===== src/rtl/fifo_rd_packer_pkg.sv =====
// Shared defaults and helpers for the FIFO read-side packer.
package fifo_pkg;

   localparam int unsigned DSIZE_DEF = 8;
   localparam int unsigned RATIO_DEF = 4;

   // Width of one packed output beat.
   function automatic int unsigned beat_width(int unsigned dsize, int unsigned ratio);
      return dsize * ratio;
   endfunction

   // Low n bits set: the word-keep mask for a beat holding n words (ratio up to 31).
   function automatic logic [31:0] keep_mask(int unsigned n);
      return (32'd1 << n) - 32'd1;
   endfunction

endpackage


===== src/rtl/fifo_rd_packer_if.sv =====
// Valid/ready beat stream from the packer toward the rendering pipeline.
interface fifo_rd_packer_if #(
   parameter int unsigned DSIZE = fifo_pkg::DSIZE_DEF,
   parameter int unsigned RATIO = fifo_pkg::RATIO_DEF
);

   logic                                          m_valid;
   logic                                          m_ready;
   logic [fifo_pkg::beat_width(DSIZE, RATIO)-1:0] m_data;
   logic [RATIO-1:0]                              m_keep;
   logic                                          m_last;

   modport master (
      output m_valid,
      output m_data,
      output m_keep,
      output m_last,
      input  m_ready
   );

   modport slave (
      input  m_valid,
      input  m_data,
      input  m_keep,
      input  m_last,
      output m_ready
   );

endinterface


===== src/rtl/fifo_rd_packer_out_reg.sv =====
// Single-entry valid/ready output register: loads a beat, holds it while stalled.
module stream_out_reg
   import fifo_pkg::*;
#(
   parameter int unsigned DSIZE = DSIZE_DEF,
   parameter int unsigned RATIO = RATIO_DEF
) (
   input  logic                                clk,
   input  logic                                rst_n,
   input  logic                                load,
   input  logic [beat_width(DSIZE, RATIO)-1:0] ld_data,
   input  logic [RATIO-1:0]                    ld_keep,
   input  logic                                ld_last,
   output logic                                out_free,
   fifo_rd_packer_if.master                    m
);

   // A new beat may enter when the register is empty or draining this cycle.
   assign out_free = !m.m_valid || m.m_ready;

   // Load wins over a transfer so back-to-back beats keep m_valid high.
   always_ff @(posedge clk) begin
      if (!rst_n) begin
         m.m_valid <= 1'b0;
         m.m_data  <= '0;
         m.m_keep  <= '0;
         m.m_last  <= 1'b0;
      end else if (load) begin
         m.m_valid <= 1'b1;
         m.m_data  <= ld_data;
         m.m_keep  <= ld_keep;
         m.m_last  <= ld_last;
      end else if (m.m_ready) begin
         m.m_valid <= 1'b0;
      end
   end

endmodule


===== src/rtl/fifo_rd_packer.sv =====
// Pops words from a fall-through FIFO and packs RATIO of them per output beat;
// a flush request closes a partial beat with a keep mask.
module fifo_rd_packer
   import fifo_pkg::*;
#(
   parameter int unsigned DSIZE = DSIZE_DEF,
   parameter int unsigned RATIO = RATIO_DEF
) (
   input  logic             rclk,
   input  logic             rrst_n,
   input  logic             rempty,
   input  logic [DSIZE-1:0] rdata,
   output logic             rinc,
   input  logic             flush,
   output logic             flush_done,
   fifo_rd_packer_if.master m
);

   localparam int unsigned IDXW = $clog2(RATIO);
   localparam int unsigned BW   = beat_width(DSIZE, RATIO);
   localparam logic [IDXW-1:0] IDX_LAST = IDXW'(RATIO - 1);

   logic [IDXW-1:0]  idx;
   logic [DSIZE-1:0] acc [RATIO-1];
   logic             out_free;
   logic             flush_take;
   logic             at_last;
   logic             load;
   logic [BW-1:0]    ld_data;
   logic [RATIO-1:0] ld_keep;
   logic             ld_last;

   assign at_last    = (idx == IDX_LAST);
   // flush_done high means the current request was just served; ignore it once.
   assign flush_take = flush && out_free && !flush_done;
   // The last word of a beat can only be popped when the output register can take it.
   assign rinc       = rrst_n && !rempty && !flush_take && (!at_last || out_free);
   assign load       = (rinc && at_last) || (flush_take && (idx != '0));

   // Beat assembly: full beat is {rdata, acc}; a flushed beat zeroes unfilled words.
   always_comb begin
      ld_keep = flush_take ? RATIO'(keep_mask(32'(idx))) : '1;
      ld_last = flush_take;
      ld_data = '0;
      for (int i = 0; i < RATIO - 1; i++) begin
         ld_data[i*DSIZE +: DSIZE] = ld_keep[i] ? acc[i] : '0;
      end
      ld_data[BW-1 -: DSIZE] = flush_take ? '0 : rdata;
   end

   // Accumulator fill and flush acknowledge.
   always_ff @(posedge rclk) begin
      if (!rrst_n) begin
         idx        <= '0;
         flush_done <= 1'b0;
         for (int i = 0; i < RATIO - 1; i++) begin
            acc[i] <= '0;
         end
      end else begin
         flush_done <= flush_take;
         if (flush_take) begin
            idx <= '0;
         end else if (rinc) begin
            if (at_last) begin
               idx <= '0;
            end else begin
               acc[idx] <= rdata;
               idx      <= idx + IDXW'(1);
            end
         end
      end
   end

   stream_out_reg #(
      .DSIZE (DSIZE),
      .RATIO (RATIO)
   ) u_out_reg (
      .clk      (rclk),
      .rst_n    (rrst_n),
      .load     (load),
      .ld_data  (ld_data),
      .ld_keep  (ld_keep),
      .ld_last  (ld_last),
      .out_free (out_free),
      .m        (m)
   );

endmodule


===== src/flat_wrapper.sv =====
// flat-port wrapper written by rule: the top's interface ports become plain ports
module fifo_rd_packer_flat import fifo_pkg::*;
#(
   parameter int unsigned DSIZE = DSIZE_DEF,
   parameter int unsigned RATIO = RATIO_DEF
)
  (rclk, rrst_n, rempty, rdata, rinc, flush, flush_done, m_m_valid, m_m_data, m_m_keep, m_m_last, m_m_ready);
  fifo_rd_packer_if #(.DSIZE(DSIZE), .RATIO(RATIO)) m_i ();
  input  logic rclk;
  input  logic rrst_n;
  input  logic rempty;
  input  logic [DSIZE-1:0] rdata;
  output logic rinc;
  input  logic flush;
  output logic flush_done;
  output wire logic [$bits(m_i.m_valid)-1:0] m_m_valid;
  output wire logic [$bits(m_i.m_data)-1:0] m_m_data;
  output wire logic [$bits(m_i.m_keep)-1:0] m_m_keep;
  output wire logic [$bits(m_i.m_last)-1:0] m_m_last;
  input wire logic [$bits(m_i.m_ready)-1:0] m_m_ready;
  assign m_m_valid = m_i.m_valid;
  assign m_m_data = m_i.m_data;
  assign m_m_keep = m_i.m_keep;
  assign m_m_last = m_i.m_last;
  assign m_i.m_ready = m_m_ready;
  fifo_rd_packer #(.DSIZE(DSIZE), .RATIO(RATIO)) u_core (.rclk(rclk), .rrst_n(rrst_n), .rempty(rempty), .rdata(rdata), .rinc(rinc), .flush(flush), .flush_done(flush_done), .m(m_i));
endmodule

===== config.mk =====
export PLATFORM = sky130hd
export DESIGN_NAME = fifo_rd_packer_flat
export DESIGN_NICKNAME = d
export VERILOG_FILES = /design/src/rtl/fifo_rd_packer_pkg.sv /design/src/rtl/fifo_rd_packer_if.sv /design/src/rtl/fifo_rd_packer_out_reg.sv /design/src/rtl/fifo_rd_packer.sv /design/src/flat_wrapper.sv
export SDC_FILE = /design/constraint.sdc
export NUM_CORES = 1
export LEC_CHECK = 0
export CORE_MARGIN = 5
export CORE_UTILIZATION = 70
export CTS_BUF_LIST = sky130_fd_sc_hd__clkbuf_4
export CTS_CLUSTER_DIAMETER = 200
export CTS_CLUSTER_SIZE = 24
export DETAILED_ROUTE_END_ITERATION = 10
export DONT_BUFFER_PORTS = 1
export PLACE_DENSITY_LB_ADDON = 0.3
export SLEW_MARGIN = 25
export SYNTH_ARGS = -nofsm -noshare
export SYNTH_HDL_FRONTEND = slang
export SYNTH_SLANG_ARGS = --single-unit

===== constraint.sdc =====
create_clock -name rclk -period 4.2 [get_ports rclk]
set_input_delay 0.42 -clock rclk [delete_from_list [all_inputs] [get_ports rclk]]
set_output_delay 0.42 -clock rclk [all_outputs]
set_load 0.02 [all_outputs]

==> run metrics, run 1 <==
count of final setup violators=0; initial antenna violation count=0; Synth Area in Simple Gates=0.1577; largest family of logic cells by synthesized area=simple AND/OR/NAND/NOR gates; Seq/Total Area, Yosys=0.6169; final RePlAce weighted congestion=0.8940; Tcrit/Tclk final=0.5086; largest net degree at the start of global routing=27; adder-cell share of the synthesized area=0.02003; outcome=completed; relative slew slack=0.5854; RSZ-0062 raised after global routing=false; WL per Instance=19.27 um; Total GRT Usage=0.2139; Detailed Place HPWL=3596 um; met2 routed WL=roughly 2400 um; Die Y=69.75 um; total gr overflow=0; Clk Tree Root Cell=clkbuf_4; number of port buffers=0; Final Slew Violations=0; maxcap violations=0; Setup TNS Final=0 ps; number of synthesized flops with an enable pin=24; register bit total from synthesis=65; Reg clk slew, reported paths=100 ps; wire length on met1=1845 um; fin area=0.002615 mm2; Inserted Clock Buffers=9; CP Class=reg -> out; worst skew pair latency=390 ps; DR vias=1513; # Post-CTS Setup Buffers=0; cell taking the most area after synthesis=dfxtp_1; Pwr Density=416.6 mW/mm2; first-pass GRT wire length=7976 um; clk_skew=roughly 11 ps; top_reg_cell synth=dfxtp_1; Synth Warn #=0; Yosys cell types=33; top sig layer=met4; maximum clock frequency=approximately 0.47 GHz; number of global-route vias before repair=between 1500 and 2000; Final ANT Viol Nets=0; cts hold-fix bufs=0; syn_nets=around 220; Critical Path Max Stage Delay=470 ps; cts repair resizes=0; core area=0.003390 mm2; CTS tree=yes; initial core utilization=0.7372; CP Data Required Time=3780 ps; DR vias/cell=6.028; Hold Path Class=in -> reg; element type at the critical path end=output port; share of the synthesized area in the top cell type=0.3285; fin util=0.7715; First-pass DRT Iterations=4; initial drt markers=61; Synth Area in Compound Gates=0.1297; DRC viols=0; Worst Path Arrival=1720 ps; Die W=69.75 um; largest cells by area after synthesis=dfxtp_1 33%, edfxtp_1 29%, a22o_1 8.4%, and2_1 6.3%, mux2i_1 4.4%; Area Growth Syn to Fin=4.657%; Max VDD drop=315.6 uV; Post-Synthesis Cells=200; Cell Area, Synth=0.002499 mm2; die area=0.004864 mm2; H-tree depth=3; CP startpoint kind=flop; most frequent cells in the layout=41 x dfxtp_1, 25 x and2_1, 24 x a22o_1, 24 x edfxtp_1, 17 x nand2_1; Critical Path Fanout Max=11; CTS Sinks=65; I/O pin count=53; Rows=21; post-synthesis xor/xnor area fraction=0; nets=217; DR WL met3=565 um; WP buf/inv=0; ys async rst share=0; critical path, cell by cell=nand2b_1, o21a_1, and2_1; Pleak=0.9768 nW; Tmin final=2136 ps; clk buf depth=2; mux contribution to synthesized area=0.04407; commonest non-fill, non-tap cell in the layout=dfxtp_1; Final Hold Fails=0; layout cells sized above 1=0.1171; # diodes=0; CP top delay family=simple AND/OR/NAND/NOR gates; dpl cell area=roughly 0.0025 mm2; Least-Margin Pin Slew=approximately 620 ps; Avg Inst Size Synth=roughly 12 um2; WL final=4837 um; slowest CP cell=dfxtp_1
## Yosys cell counts (2+ instances only)
library cell and number:
dfxtp_1 41, and2_1 25, a22o_1 24, edfxtp_1 24, nand2_1 17, mux2i_1 11
nand2b_1 7, buf_4 5, clkbuf_1 5, ha_1 4, nor2_1 4, a21oi_1 3
and3_1 3, o21a_1 3, o21ai_0 3, a211oi_1 2, a21oi_2 2, inv_1 2
## report_power, final
part           total, mW  internal [mW]  switching, mW  leakage (nW)
Sequential         0.690          0.672         0.0178         0.581
Combinational     0.0516         0.0185         0.0331         0.335
Clock              0.348          0.133          0.215        0.0605
Total               1.09          0.824          0.266         0.977
## through the flow
stage | power, mW | worst slack (ps) | cells | hold slack (ps)
2_1_floorplan | 0.7485 | 2383 | 200 | 435.5
3_3_place_gp | 0.7490 | 2096 | 235 | 439.9
3_5_place_dp | 0.7548 | 1915 | 235 | 447.2
4_1_cts | 1.097 | 1873 | 251 | 131.3
5_1_grt | 1.131 | 1976 | 251 | 127.6
6_report | 1.089 | 2064 | 251 | 157.7
## cells by family after synthesis
kind of cell | Yosys count
mux | 11
compound gates | 40
fa+ha+maj | 4
buf+inv | 14
flops | 65
simple gates | 66
## worst paths after layout
path,cells after the start,endpoint,slack [ps],startpoint
max reg2reg,4,u_core.acc[1][5],2130,u_core.flush_done
min reg2reg,1,u_core.u_out_reg.m.m_data[16],470,u_core.acc[2][0]
max,3,rinc,2060,u_core.flush_done
min,1,u_core.u_out_reg.m.m_data[28],160,rdata[4]
## cell type report
type | instances | area, um2
fillers | 206 | 774.5
inverters | 3 | 11.26
clock inverters | 5 | 32.53
flip-flops and latches | 65 | 1541
multi-input cells | 121 | 889.6
clock buffers | 11 | 82.58
well taps | 46 | 57.56
## registers in the layout, summed over array words and instances, names as in the netlist
| register | flops |
|---|---|
| u_core.u_out_reg.m.m_keep | 4 |
| u_core.flush_done | 1 |
| u_core.idx | 2 |
| u_core.u_out_reg.m.m_valid | 1 |
| u_core.u_out_reg.m.m_data | 32 |
| u_core.acc | 24 |
| u_core.u_out_reg.m.m_last | 1 |
## layer usage
metal	vias to the layer above	track usage
met5	-	0
met4	0	0.09574
met3	7	0.1159
met2	66	0.3506
met1	725	0.2264
li1	715	-
Note: power is estimated with default switching activity, not from simulation.
==> run 2, diff against run 1 <==
--- a/config.mk
+++ b/config.mk
@@ -6,7 +6,7 @@
 export NUM_CORES = 1
 export LEC_CHECK = 0
 export CORE_MARGIN = 5
-export CORE_UTILIZATION = 70
+export CORE_UTILIZATION = 65
 export CTS_BUF_LIST = sky130_fd_sc_hd__clkbuf_4
 export CTS_CLUSTER_DIAMETER = 200
 export CTS_CLUSTER_SIZE = 24
==> constraint.sdc (replaced) <==
create_clock -name rclk -period 2.06 [get_ports rclk]
set_input_delay 0.206 -clock rclk [delete_from_list [all_inputs] [get_ports rclk]]
set_output_delay 0.206 -clock rclk [all_outputs]
set_load 0.02 [all_outputs]
==> run 2 against run 1 <==
Setup slack lost 1900 ps. Sequential power grew 100%. Clock skew shrank 3.0 ps. Hold slack lost 130 ps. Highest routed layer unchanged. Final cell count grew 10%.
==> run metrics, run 2 (same netlist as run 1, synthesis figures left out) <==
outcome=completed; most frequent cells in the layout=41 x dfxtp_1, 25 x and2_1, 24 x a22o_1, 24 x edfxtp_1, 17 x nand2_1; Rows=22; number of port buffers=0; max reg flops=32; H-tree depth=3; DR vias=1636; Reg clk slew, reported paths=~110 ps; Setup TNS Final=0 ps; Top Registers=u_core.u_out_reg.m.m_data (32), u_core.acc (24), u_core.u_out_reg.m.m_keep (4); Pwr Density=between 800 and 900 mW/mm2; Clk Tree Root Cell=clkbuf_4; Top Usage Layer GRT=met2; clk buf depth=2; maxcap violations=0; worst skew pair latency=390 ps; final RePlAce weighted congestion=0.9185; First-pass DRT Iterations=4; fin cells=~280; Final Slew Violations=0; # diodes=0; Critical Path Fanout Max=5; Inserted Clock Buffers=9; CP Class=reg -> out; Max VDD drop=512.3 uV; Tmin final=between 1500 and 2000 ps; Total GRT Usage=0.2110; number of global-route vias before repair=roughly 1600; layout cells sized above 1=0.1447; met3 global-route usage=0.08726; Area Growth Syn to Fin=14.02%; WL per Instance=19.24 um; GR Util met1=0.2669; RSZ-0062 raised after global routing=false; maximum clock frequency=between 0.5 and 0.6 GHz; Final ANT Viol Nets=0; Hold Path Class=in -> reg; initial core utilization=0.6774; total gr overflow=0; CP startpoint kind=flop; placed insts=245; Final Hold Fails=0; Least-Margin Pin Slew=660.9 ps; die area=0.005184 mm2; initial drt markers=roughly 80; Tcrit/Tclk final=0.9093; Die W=between 70 and 80 um; Detailed Place HPWL=3508 um; commonest non-fill, non-tap cell in the layout=dfxtp_1; element type at the critical path end=output port; count of final setup violators=0; relative slew slack=0.5580; initial antenna violation count=0; Top reg by flops=u_core.u_out_reg.m.m_data; Pleak=between 1 and 1.5 nW; I/O pin count=53; core area=approximately 0.0037 mm2; WL final=5309 um; CTS Sinks=65; largest net degree at the start of global routing=25; DRC viols=0; first-pass GRT wire length=8204 um; DR vias/cell=5.928; fin util=0.7724; fill cell count=240; GR Util met2=0.3031; clk_skew=roughly 8.3 ps; Die Y=72 um; CP Data Required Time=between 1500 and 2000 ps; CTS tree=yes; nets=between 200 and 250; Worst Path Arrival=~1700 ps
-- run 2: changes by cell type in the layout (fill, tap and decap cells not counted), sizes merged --
cell         change
buf              +8
bufinv           +1
clkbuf           -2
clkinv           +1
clkinvlp         -1
dlygate4sd3     +15
inv              +1
-- run 2: cell type report --
type	count	area, um2	share of cell area
Tap cell	48	60.06	0.02108
Sequential cell	65	1541	0.5411
Clock inverter	7	70.07	0.02459
Timing Repair Buffer	23	210.2	0.07378
Inverter	3	11.26	0.003953
Clock buffer	9	67.56	0.02372
Multi-Input combinational cell	121	888.4	0.3118
-- run 2: power by group --
group          total [mW]  switching [mW]  internal (mW)  leakage (nW)
sequential           1.40          0.0331           1.37         0.581
combinational       0.149          0.0868         0.0625         0.440
clock               0.826           0.457          0.370        0.0761
total                2.38           0.577           1.80          1.10
-- run 2: routing by layer --
metal | wire length, um | share of wire
met5 | 0 | 0
met4 | 96 | 0.018
met3 | 450 | 0.085
met2 | 2550 | 0.48
met1 | 2211 | 0.42
-- run 2: metrics by stage --
stage / setup WS [ps] / hold WS [ps] / area (um2) / power [mW]
3_5_place_dp: 59.14 / 333.3 / 2551 / 1.544
4_1_cts: 49.26 / 0.3178 / 2779 / 2.373
2_1_floorplan: 242.8 / 331.5 / 2499 / 1.526
5_1_grt: 34.89 / 2.748 / 2849 / 2.479
3_3_place_gp: 171.4 / 326.3 / 2551 / 1.538
6_report: 186.7 / 24.49 / 2849 / 2.379
-- run 2: repair_timing --
| item | 4_1_cts | 5_1_grt |
|---|---|---|
| hold endpoints to repair | 33 | 6 |
| gates resized for setup | 0 | 1 |
| endpoints found under the setup margin | 0 | 8 |
| setup buffers | 0 | 0 |
| hold buffers | 9 | 6 |
-- run 2: path summary, 6_finish.rpt --
path | from | to | slack [ps] | cells after the start
setup reg to reg | u_core.idx[0] | u_core.acc[2][5] | 200 | 5
setup / recovery | u_core.idx[0] | rinc | 190 | 4
hold reg to reg | u_core.acc[2][3] | u_core.u_out_reg.m.m_data[19] | 480 | 1
hold / removal | rdata[4] | u_core.acc[1][4] | 20 | 1
-- run 2: worst max-delay path, stage by stage (launching register included) --
cell and delay, ps:
dfxtp_1 360, ha_1 220, buf_4 150, a21oi_1 250, and2_1 300
==> run 3, diff against run 2 <==
--- a/config.mk
+++ b/config.mk
@@ -12,8 +12,7 @@
 export CTS_CLUSTER_SIZE = 24
 export DETAILED_ROUTE_END_ITERATION = 10
 export DONT_BUFFER_PORTS = 1
-export PLACE_DENSITY_LB_ADDON = 0.3
-export SLEW_MARGIN = 25
+export PLACE_DENSITY = 0.92
 export SYNTH_ARGS = -nofsm -noshare
 export SYNTH_HDL_FRONTEND = slang
 export SYNTH_SLANG_ARGS = --single-unit
==> run 3 against run 2 <==
Flip-flop and latch count unchanged. Global-route usage up 0.69 points. Combinational power about the same. Via count is 3.6% lower. Non-clock buffer count fell by 1. Design area decreased by 0.88%. Sequential power about the same.
==> run metrics, run 3 (same netlist as run 1, synthesis figures left out) <==
outcome=completed; hold path depth=1; DR vias=1577; maxcap violations=0; Rows=22; initial core utilization=0.6774; RSZ-0062 raised after global routing=false; Max VDD drop=627.9 uV; CTS tree=yes; clk buf depth=2; maximum clock frequency=0.5354 GHz; WP buf/inv=0; WL per Instance=19.38 um; total gr overflow=0; Tmin final=1868 ps; fin area=0.002824 mm2; largest net degree at the start of global routing=25; I/O pin count=53; element type at the critical path end=flop; relative slew slack=0.5831; nets=239; Detailed Place HPWL=between 3000 and 4000 um; die area=between 0.005 and 0.006 mm2; count of final setup violators=0; slowest CP cell=a21oi_4; worst skew pair latency=390 ps; fill cell count=234; reg2reg start=u_core.idx[0]; WL final=5329 um; first-pass GRT wire length=8480 um; Top Registers=u_core.u_out_reg.m.m_data (32), u_core.acc (24), u_core.u_out_reg.m.m_keep (4); Clk Tree Root Cell=clkbuf_4; R2R Setup Slk=190 ps; clk_skew=6.989 ps; Reg clk slew, reported paths=110 ps; DR vias/cell=5.735; Least-Margin Pin Slew=623.9 ps; fin util=0.7656; initial drt markers=87; WHS Endpoint=u_core.acc[2][4]; RR Endpoint=u_core.u_out_reg.m.m_data[18]; max reg flops=32; Critical Path Max Stage Delay=560 ps; dpl cell area=0.002529 mm2; Critical Path Fanout Max=24; First-pass DRT Iterations=4; fin cells=between 200 and 300; initial antenna violation count=0; CP startpoint kind=flop; Pleak=1.076 nW; Final ANT Viol Nets=0; number of port buffers=0; H-tree depth=3; Area Growth Syn to Fin=13.02%; Worst Path Arrival=2200 ps; CP Class=reg -> reg; CTS Sinks=65; commonest non-fill, non-tap cell in the layout=dfxtp_1; Inserted Clock Buffers=9; Die W=72 um; DRC viols=0; CP top delay family=compound AO/OA/AOI/OAI gates; placed insts=242; layout cells sized above 1=0.1366; number of global-route vias before repair=1657; Top reg by flops=u_core.u_out_reg.m.m_data; reg2reg path depth=5; total power=2.244 mW; Pwr Density=approximately 790 mW/mm2; area of the multi-input gates=893.4 um2; Setup TNS Final=0 ps; Tcrit/Tclk final=0.9067; worst hold start=rdata[4]; Total GRT Usage=0.2179; # Post-CTS Setup Buffers=0; core area=0.003689 mm2; Die Y=72 um; critical path, cell by cell=ha_1, nand2b_1, mux2i_1, a21oi_4, a22o_1; FF/Latch Area=between 0.0015 and 0.002 mm2; Final Slew Violations=0; CP Data Required Time=2400 ps; # diodes=0; Final Hold Fails=0; Hold Path Class=in -> reg; final RePlAce weighted congestion=0.9158; most frequent cells in the layout=41 x dfxtp_1, 25 x and2_1, 24 x a22o_1, 24 x edfxtp_1
[run 3: metal layers]
| layer | vias to the layer above | wire length, um | part of all wire | global-route usage |
|---|---|---|---|---|
| li1 | 755 | - | - | - |
| met4 | 0 | 91 | 0.017 | 0.1086 |
| met1 | 752 | 2255 | 0.42 | 0.2650 |
| met2 | 62 | 2489 | 0.47 | 0.3337 |
| met3 | 8 | 492 | 0.092 | 0.09141 |
| met5 | - | 0 | 0 | 0 |
[run 3: how the worst max path moves through the flow]
stage / from / endpoint / slack [ps] / depth (start not counted)
final: u_core.idx[0] / u_core.u_out_reg.m.m_data[18] / 190 / 5
after global placement: u_core.idx[0] / u_core.u_out_reg.m.m_data[18] / 130 / 5
after floorplan: u_core.u_out_reg.m.m_valid / u_core.acc[0][0] / 240 / 6
after CTS: u_core.idx[0] / u_core.acc[2][7] / 130 / 4
after global routing: u_core.idx[0] / u_core.u_out_reg.m.m_data[17] / 70 / 5
after detailed placement: u_core.idx[0] / u_core.u_out_reg.m.m_data[25] / 30 / 5
[run 3: report_power, final]
part,total [mW],internal [mW],switching [mW],leakage [nW]
combinational,0.149,0.0649,0.0841,0.432
sequential,1.40,1.37,0.0331,0.581
clock,0.692,0.253,0.439,0.0636
[run 3: worst register-to-register path, stage by stage, from the launching register on]
cell and delay [ps]:
dfxtp_1 370, ha_1 290, nand2b_1 180, mux2i_1 160, a21oi_4 560, a22o_1 260
[run 3: repair_timing]
item | 4_1_cts | 5_1_grt
hold buffers | 9 | 8
setup endpoints to repair | 10 | 24
hold endpoints to repair | 20 | 14
gates resized for setup | 1 | 3
[run 3: stage by stage]
step,hold WS (ps),setup WS [ps]
after CTS,0.1520,129.7
after global placement,327.0,131.2
after global routing,10.31,67.25
after floorplan,331.5,242.8
after detailed placement,335.8,30.66
final,6.946,192.1
[run 3: area by class of cell]
type / count / area share
sequential: 65 / 0.5459
multi-input combinational: 121 / 0.3163
timing repair buffer: 22 / 0.07355
clock buffer: 10 / 0.02658
tap: 48 / 0.02127
clock inverter: 6 / 0.01241
inverter: 3 / 0.003988
